===== src/rtl/data_mem_controller.sv =====
// Purpose : M-stage load/store sequencer onto a valid/ready data-memory bus with lane formatting.
// Latency : store 2 cycles, load 3 cycles with zero bus wait; misaligned fault after 1 cycle;
//           timeout fault TIMEOUT_CYCLES+1 cycles after entering WAIT.
// Backpressure: request fields held stable until req_ready_i; stall_o holds the pipeline until DONE.
//
// Ports:
//   clk, reset_n                      clock, async active-low reset
//   mem_read_m_i / mem_write_m_i      load / store present in M stage
//   funct3_m_i, addr_m_i, wdata_m_i   width/sign, byte address, right-aligned store data
//   req_valid_o/req_ready_i/req_we_o/req_addr_o/req_be_o/req_wdata_o   bus request channel
//   resp_valid_i, resp_rdata_i        read response (loads only)
//   stall_o                           hold F/D/E/M pipeline registers
//   rdata_o, done_o, fault_o          completion result
module data_mem_controller #(
    parameter int TIMEOUT_CYCLES = 64
) (
    input  logic        clk,
    input  logic        reset_n,
    input  logic        mem_read_m_i,
    input  logic        mem_write_m_i,
    input  logic [2:0]  funct3_m_i,
    input  logic [31:0] addr_m_i,
    input  logic [31:0] wdata_m_i,
    output logic        req_valid_o,
    input  logic        req_ready_i,
    output logic        req_we_o,
    output logic [31:0] req_addr_o,
    output logic [3:0]  req_be_o,
    output logic [31:0] req_wdata_o,
    input  logic        resp_valid_i,
    input  logic [31:0] resp_rdata_i,
    output logic        stall_o,
    output logic [31:0] rdata_o,
    output logic        done_o,
    output logic        fault_o
);

    localparam int CW = (TIMEOUT_CYCLES < 2) ? 1 : $clog2(TIMEOUT_CYCLES + 1);
    localparam logic [CW-1:0] TMAX = CW'(TIMEOUT_CYCLES);

    typedef enum logic [1:0] {
        IDLE = 2'd0,
        REQ  = 2'd1,
        WAIT = 2'd2,
        DONE = 2'd3
    } state_t;

    state_t        state;
    logic [CW-1:0] cnt;
    logic [1:0]    lat_off;
    logic [2:0]    lat_funct3;

    logic          op_present;
    logic          misaligned;
    logic [3:0]    be_fmt;
    logic [31:0]   wdata_fmt;

    assign op_present = mem_read_m_i | mem_write_m_i;

    // Not registered: the pipeline must freeze in the very cycle the op appears.
    assign stall_o = op_present && (state != DONE);

    // funct3[1:0] encodes width: 00 byte, 01 half, anything else treated as word.
    always_comb begin
        misaligned = 1'b0;
        be_fmt     = 4'b1111;
        wdata_fmt  = wdata_m_i;
        case (funct3_m_i[1:0])
            2'b00: begin
                be_fmt    = 4'b0001 << addr_m_i[1:0];
                wdata_fmt = {4{wdata_m_i[7:0]}};
            end
            2'b01: begin
                misaligned = addr_m_i[0];
                be_fmt     = 4'b0011 << addr_m_i[1:0];
                wdata_fmt  = {2{wdata_m_i[15:0]}};
            end
            default: begin
                misaligned = (addr_m_i[1:0] != 2'b00);
            end
        endcase
    end

    // Select the addressed lane of the raw word and extend it.
    function automatic logic [31:0] extend_load(input logic [31:0] word,
                                                input logic [1:0]  off,
                                                input logic [2:0]  f3);
        logic [7:0]  b;
        logic [15:0] h;
        logic [31:0] r;
        b = word[{off, 3'b000} +: 8];
        h = off[1] ? word[31:16] : word[15:0];
        case (f3[1:0])
            2'b00:   r = f3[2] ? {24'b0, b} : {{24{b[7]}}, b};
            2'b01:   r = f3[2] ? {16'b0, h} : {{16{h[15]}}, h};
            default: r = word;
        endcase
        return r;
    endfunction

    always_ff @(posedge clk or negedge reset_n) begin
        if (!reset_n) begin
            state       <= IDLE;
            cnt         <= '0;
            lat_off     <= 2'b00;
            lat_funct3  <= 3'b000;
            req_valid_o <= 1'b0;
            req_we_o    <= 1'b0;
            req_addr_o  <= 32'b0;
            req_be_o    <= 4'b0;
            req_wdata_o <= 32'b0;
            rdata_o     <= 32'b0;
            done_o      <= 1'b0;
            fault_o     <= 1'b0;
        end else begin
            case (state)
                IDLE: begin
                    if (op_present) begin
                        if (misaligned) begin
                            state   <= DONE;
                            done_o  <= 1'b1;
                            fault_o <= 1'b1;
                            rdata_o <= 32'b0;
                        end else begin
                            state       <= REQ;
                            req_valid_o <= 1'b1;
                            req_we_o    <= mem_write_m_i;
                            req_addr_o  <= {addr_m_i[31:2], 2'b00};
                            req_be_o    <= be_fmt;
                            req_wdata_o <= wdata_fmt;
                            lat_off     <= addr_m_i[1:0];
                            lat_funct3  <= funct3_m_i;
                        end
                    end
                end
                REQ: begin
                    if (req_ready_i) begin
                        req_valid_o <= 1'b0;
                        if (req_we_o) begin
                            state   <= DONE;
                            done_o  <= 1'b1;
                            rdata_o <= 32'b0;
                        end else begin
                            state <= WAIT;
                            cnt   <= '0;
                        end
                    end
                end
                WAIT: begin
                    // A response in the same cycle the limit is reached still wins.
                    if (resp_valid_i) begin
                        state   <= DONE;
                        done_o  <= 1'b1;
                        rdata_o <= extend_load(resp_rdata_i, lat_off, lat_funct3);
                    end else if (cnt == TMAX) begin
                        state   <= DONE;
                        done_o  <= 1'b1;
                        fault_o <= 1'b1;
                        rdata_o <= 32'b0;
                    end else begin
                        cnt <= cnt + 1'b1;
                    end
                end
                DONE: begin
                    state   <= IDLE;
                    done_o  <= 1'b0;
                    fault_o <= 1'b0;
                    cnt     <= '0;
                end
                default: state <= IDLE;
            endcase
        end
    end

endmodule


===== config.mk =====
export PLATFORM = sky130hd
export DESIGN_NAME = data_mem_controller
export DESIGN_NICKNAME = d
export VERILOG_FILES = /design/src/rtl/data_mem_controller.sv
export SDC_FILE = /design/constraint.sdc
export NUM_CORES = 1
export LEC_CHECK = 0
export CORE_MARGIN = 3
export CORE_UTILIZATION = 31
export CTS_CLUSTER_SIZE = 28
export DETAILED_ROUTE_END_ITERATION = 10
export GPL_TIMING_DRIVEN = 0
export HOLD_SLACK_MARGIN = 0.12
export PLACE_DENSITY_LB_ADDON = 0.2
export REMOVE_ABC_BUFFERS = 1
export SETUP_SLACK_MARGIN = 0.4
export SLEW_MARGIN = 20
export SYNTH_ARGS = -nofsm -noshare
export SYNTH_HDL_FRONTEND = slang
export SYNTH_SLANG_ARGS = --single-unit

===== constraint.sdc =====
create_clock -name clk -period 6 [get_ports clk]
set_clock_uncertainty 0.1 [all_clocks]
set_input_delay 0.9 -clock clk [delete_from_list [all_inputs] [get_ports clk]]
set_output_delay 0.9 -clock clk [all_outputs]
set_load 0.01 [all_outputs]

==> out/metrics.csv, run 1 <==
metric,value,unit
dp_slack,1.48,ns
synth-edff-count,0,
vias_per_cell,5.14,
period_minus_slack,4.17,ns
start_kind,input pin,
comb_power_share,44.9,%
dp_hpwl,12.7,mm
tns,0,ns
tightest_slew,1.03,ns
register_area,2900,um2
end_kind,flip-flop,
grt_max_degree,66,
clockBufferDepth,2,
numCtsBuffers,17,
cp.arrival,4.35,ns
cp_data_required_time,6.19,ns
finalHoldViolations,0,
rsz0062_at_grt,false,
synth_cell_type_count,49,
vdd_drop_max,0.213,mV
row_count,49,
critPathKind,in -> reg,
drtPass1Iterations,4,
tritoncts,built,
path_max_fanout,32,
wl,17.4,mm
fin_nets,847,
yosysSeqAreaShare,49.5,%
fill_cells,1664,
final-max-slew-violation-count,0,
diodes,0,
power_frac_seq,30.2,%
htreeDepth,4,
numPortBuffers,207,
antenna_found_initial,0,
post_cts_resized,0,
leakage,3.74,nW
pin_count,210,
async_flop_share,100,%
dpl_cell_area,8180,um2
avgSynthCellArea,10.8,um2
clkTransAtPathRegs,0.06,ns
grt_pass1_wl,27.9,mm
p_clk_share,24.9,%
clockRootBuffer,clkbuf_16,
slew_headroom,31.0,%
syn_inst,544,
hold_buffers,0,
multi_input_area,2760,um2
whs,0.349,ns
die_w,143,um
ant_nets,0,
area_growth,51.3,%
drive_above_1_share,13.8,%
ys.flop_type,dfrtp_1,
p_switching,1.62,mW
grt_pass1_vias,5238,
dr_total_vias,5022,
cellInternalPower,2.99,mW
synth_warnings,0,
fin_crit_sh,69.4,%
ys_ff_latch,116,
gp_congestion,0.827,
p_per_area,520,nW/um2
overflow,0,
clkSinkCount,116,
wl_per_cell,17.8,um
core_region_area,18300,um2
min_path_type,in -> async,
outcome,finished clean,
postCtsSetupRepairBufs,0,
drc,0,
start_util,32.1,%
fin_area,8860,um2
grtUsageTotal,17.1,%
setup_viol_count_final,0,
p_sw_share,35.1,%
drt_iter0_markers,298,
clk_latency,0.40,ns
fin_ws,1.83,ns
die_area,20600,um2
dieHeight,143,um
synth_area,5860,um2
cap_violations,0,
fmax,0.240,GHz
[layout by cell type (no fill, tap or decap), types with 8 or more instances in the layout]
cell / count
a211oi_1: 10
a21oi_1: 29
a32o_1: 9
and2_1: 8
clkbuf_16: 17
clkdlybuf4s50_1: 205
dfrtp_1: 115
inv_1: 14
mux2_2: 48
mux2i_1: 29
nand2_1: 48
nand2b_1: 12
nor2_1: 22
o21ai_0: 44
o22ai_1: 8
o31ai_1: 34
[flip-flops by register name (all words and copies together), names as in the netlist]
name,cells
cnt,7
lat_funct3,3
fault_o,1
lat_off,2
req_valid_o,1
state,2
req_addr_o,30
req_be_o,4
done_o,1
rdata_o,32
req_we_o,1
req_wdata_o,32
[per-layer routing]
layer	share of wire, %	vias to the layer above	global-route usage, %
met4	2.3	0	6.99
met2	45	204	26.5
met5	0	-	0
li1	-	2379	-
met3	11	24	7.79
met1	42	2415	20.8
[power groups by stage]
stage               clock (mW)  combinational (mW)  sequential, mW
floorplan                    0               0.902            1.51
global placement             0                2.05            1.39
detailed placement           0                2.08            1.40
CTS                       1.17                2.09            1.40
global route              1.20                2.26            1.45
finish                    1.15                2.07            1.39
[kinds of logic after synthesis]
group | synth area share, %
other | 0.0640
flip-flops | 49.5
adder cells (fa/ha/maj) | 1.49
AO/OA/AOI/OAI | 18.8
multiplexers | 15.8
AND/OR/NAND/NOR | 10.1
buffers and inverters | 4.21
[cells in the mapped netlist (2+ instances only)]
cell / count / area share, %
nand2_1: 48 / 3.1
nor2b_1: 4 / 0.43
nor2_1: 23 / 1.5
o21bai_1: 3 / 0.38
o221ai_1: 2 / 0.30
mux2_2: 48 / 9.2
a32oi_1: 7 / 1.0
buf_2: 8 / 0.68
o21ai_0: 44 / 3.8
a21oi_1: 29 / 2.5
a22o_1: 7 / 1.0
buf_4: 6 / 0.77
o31ai_1: 34 / 4.4
a2111oi_0: 2 / 0.30
dfrtp_1: 116 / 50
clkbuf_1: 23 / 1.5
ha_1: 7 / 1.5
nand3_1: 2 / 0.17
a32o_1: 9 / 1.5
mux2_4: 5 / 1.3
buf_1: 3 / 0.19
and4_1: 2 / 0.30
inv_1: 14 / 0.90
and2_1: 8 / 0.85
and4b_1: 7 / 1.2
mux2i_1: 29 / 5.0
a21o_1: 3 / 0.38
a211oi_1: 10 / 1.3
nand2b_1: 12 / 1.3
nor3_1: 3 / 0.26
o22ai_1: 8 / 0.85
[layout make-up]
type / count / area share [%]
multi-input combinational: 374 / 31.2
tap: 229 / 3.23
sequential: 116 / 32.8
clock inverter: 11 / 2.24
timing repair buffer: 212 / 24.7
inverter: 14 / 0.593
clock buffer: 21 / 5.31
[metrics by stage]
step / cells / utilization (%) / total power, mW
6_report: 977 / 48.5 / 4.61
5_1_grt: 977 / 48.5 / 4.92
4_1_cts: 977 / 48.5 / 4.65
3_5_place_dp: 945 / 44.8 / 3.48
3_3_place_gp: 940 / 43.9 / 3.43
2_1_floorplan: 504 / - / 2.41
[worst max-delay path, stage by stage]
cell,delay (ns)
clkdlybuf4s50_1,0.84
a21oi_1,0.67
a2bb2oi_2,0.77
or3_2,0.73
mux2_2,0.41
[worst paths after layout]
path	from	to	slack, ns	depth (start not counted)
max	funct3_m_i[0]	rdata_o[9]	1.83	5
min	reset_n	rdata_o[25]	0.35	1
max reg2reg	state[0]	rdata_o[9]	2.76	6
min reg2reg	req_wdata_o[21]	req_wdata_o[21]	0.38	2
max in group asynchronous	reset_n	req_addr_o[15]	4.76	2
min in group clk	req_wdata_o[21]	req_wdata_o[21]	0.38	2
No activity file was read; power rests on OpenSTA's default activity.
==> inputs of run 2 (changes only) <==
- clock period: 6 -> 4.2 ns (I/O delays scaled with it)
==> out/metrics.csv, run 2 (synthesis results as in run 1) <==
metric,value,unit,change
gp_congestion,0.827,,unchanged
tightest_slew,1.03,ns,-0.00211 ns
numCtsBuffers,17,,unchanged
fin_ws,0.515,ns,-1.32 ns
start_util,32.1,%,unchanged
critPathKind,in -> reg,,
final_cell_mix,"205 x clkdlybuf4s50_1, 115 x dfrtp_1, 48 x nand2_1, 48 x mux2_2, 44 x o21ai_0",,
dp_hpwl,12.7,mm,unchanged
dp_slack,-0.0507,ns,-1.53 ns
dp.cells,945,,unchanged
postCtsSetupRepairBufs,0,,unchanged
drive_above_1_share,13.8,%,-0.018 points
numPortBuffers,207,,unchanged
grt_pass1_vias,5244,,+0.11%
slew_headroom,31.2,%,+0.14 points
cap_violations,0,,unchanged
die_w,143,um,unchanged
wl_per_cell,17.8,um,+0.29%
grtUsageTotal,17.1,%,about the same
vdd_drop_max,0.305,mV,+43%
rsz0062_at_grt,false,,
fin_crit_sh,87.7,%,
cellInternalPower,4.29,mW,+43%
fin_nets,848,,+0.12%
stdcell_count,978,,+0.10%
p_clk_share,24.8,%,about the same
start_kind,input pin,,
dr_total_vias,5034,,+0.24%
clockBufferDepth,2,,unchanged
wl,17.5,mm,+0.39%
finalHoldViolations,0,,unchanged
row_count,49,,unchanged
clockRootBuffer,clkbuf_16,,
period_minus_slack,3.68,ns,
grt_max_degree,66,,unchanged
ant_nets,0,,unchanged
end_kind,flip-flop,,
antenna_found_initial,0,,unchanged
crit_chain,clkdlybuf4s50_1 > a21oi_1 > a2bb2oi_4 > or3_2 > mux2_2,,
drc,0,,unchanged
min_path_type,reg -> reg,,
vias_per_cell,5.15,,+0.14%
area_growth,51.6,%,
leakage,3.75,nW,+0.19%
drtPass1Iterations,5,,+1
cp_num_buf_inv,1,,unchanged
die_area,20600,um2,unchanged
power_frac_seq,30.1,%,about the same
comb_power_share,45.1,%,+0.2 points
outcome,finished clean,,
final_common_cell,clkdlybuf4s50_1,,
final-max-slew-violation-count,0,,unchanged
cp.arrival,3.87,ns,-0.48 ns
overflow,0,,unchanged
diodes,0,,unchanged
htreeDepth,4,,unchanged
clkTransAtPathRegs,0.06,ns,about the same
cp_data_required_time,4.39,ns,-1.80 ns
p_sw_share,35.2,%,+0.13 points
reg_top3,"rdata_o x32, req_wdata_o x32, req_addr_o x30",,
fmax,0.271,GHz,
p_switching,2.33,mW,+44%
grt_pass1_wl,27.9,mm,about the same
dieHeight,143,um,unchanged
clkSinkCount,116,,unchanged
slowest_stage,clkdlybuf4s50_1,,
pin_count,210,,unchanged
critical-path-top-delay-family,compound AO/OA/AOI/OAI gates,,
setup_viol_count_final,0,,unchanged
core_region_area,18300,um2,unchanged
fill_cells,1661,,-0.18%
p_per_area,744,nW/um2,+43%
drt_iter0_markers,310,,+4.0%
path_max_fanout,32,,unchanged
slowest_delay,0.84,ns,about the same
clk_latency,0.40,ns,about the same
tritoncts,built,,
[run 2: stage by stage]
stage	power [mW]	TNS, ns	instance area, um2	hold slack, ns	util [%]
CTS	6.66	0	8870	0.382	48.6
global placement	4.90	-659.23	8030	0.361	43.9
global route	7.05	0	8890	0.405	48.6
detailed placement	4.97	-0.0903	8180	0.372	44.8
floorplan	3.44	-99.19	5670	0.234	-
finish	6.62	0	8890	0.377	48.6
[run 2: layer usage]
layer,wire length [um],part of all wire (%),global-route usage (%),vias up
met5,0,0,0,-
met4,401,2.3,6.99,0
met3,1910,11,7.75,26
met2,7760,44,26.6,208
met1,7390,42,20.8,2417
li1,-,-,-,2383
[run 2: tightest hold or removal path, stage by stage (launching register included)]
cell,delay [ns]
dfrtp_1,0.34
nand2_1,0.04
o21ai_0,0.06
[run 2: final timing paths]
path	cells past startpoint	to	slack, ns	from
max in group asynchronous	3	req_addr_o[15]	2.65	reset_n
worst min register to register	2	req_wdata_o[21]	0.38	req_wdata_o[21]
worst min-delay path	2	req_wdata_o[21]	0.38	req_wdata_o[21]
worst max-delay path	5	rdata_o[9]	0.52	funct3_m_i[0]
min in group asynchronous	2	cnt[4]	0.66	reset_n
worst max register to register	7	rdata_o[9]	0.98	state[0]
[run 2: what timing repair did]
item / in CTS / in global routing
hold buffers: 1 / 0
endpoints found under the hold margin: 51 / 0
resized for setup: 1 / 0
endpoints found under the setup margin: 2 / 0
[run 2: layout make-up]
| type | count | area [um2] | area share [%] |
|---|---|---|---|
| Tap cell | 229 | 287 | 3.22 |
| Inverter | 14 | 52.6 | 0.591 |
| Clock inverter | 11 | 199 | 2.24 |
| Multi-Input combinational cell | 374 | 2770 | 31.2 |
| Sequential cell | 116 | 2900 | 32.7 |
| Clock buffer | 21 | 470 | 5.29 |
| Timing Repair Buffer | 213 | 2200 | 24.8 |
[run 2: power by group through the flow]
stage               logic [mW]  clock network, mW  registers, mW
floorplan                 1.29                  0           2.15
global placement          2.92                  0           1.98
detailed placement        2.97                  0           2.00
CTS                       3.00               1.67           1.99
global route              3.25               1.72           2.08
finish                    2.98               1.64           1.99
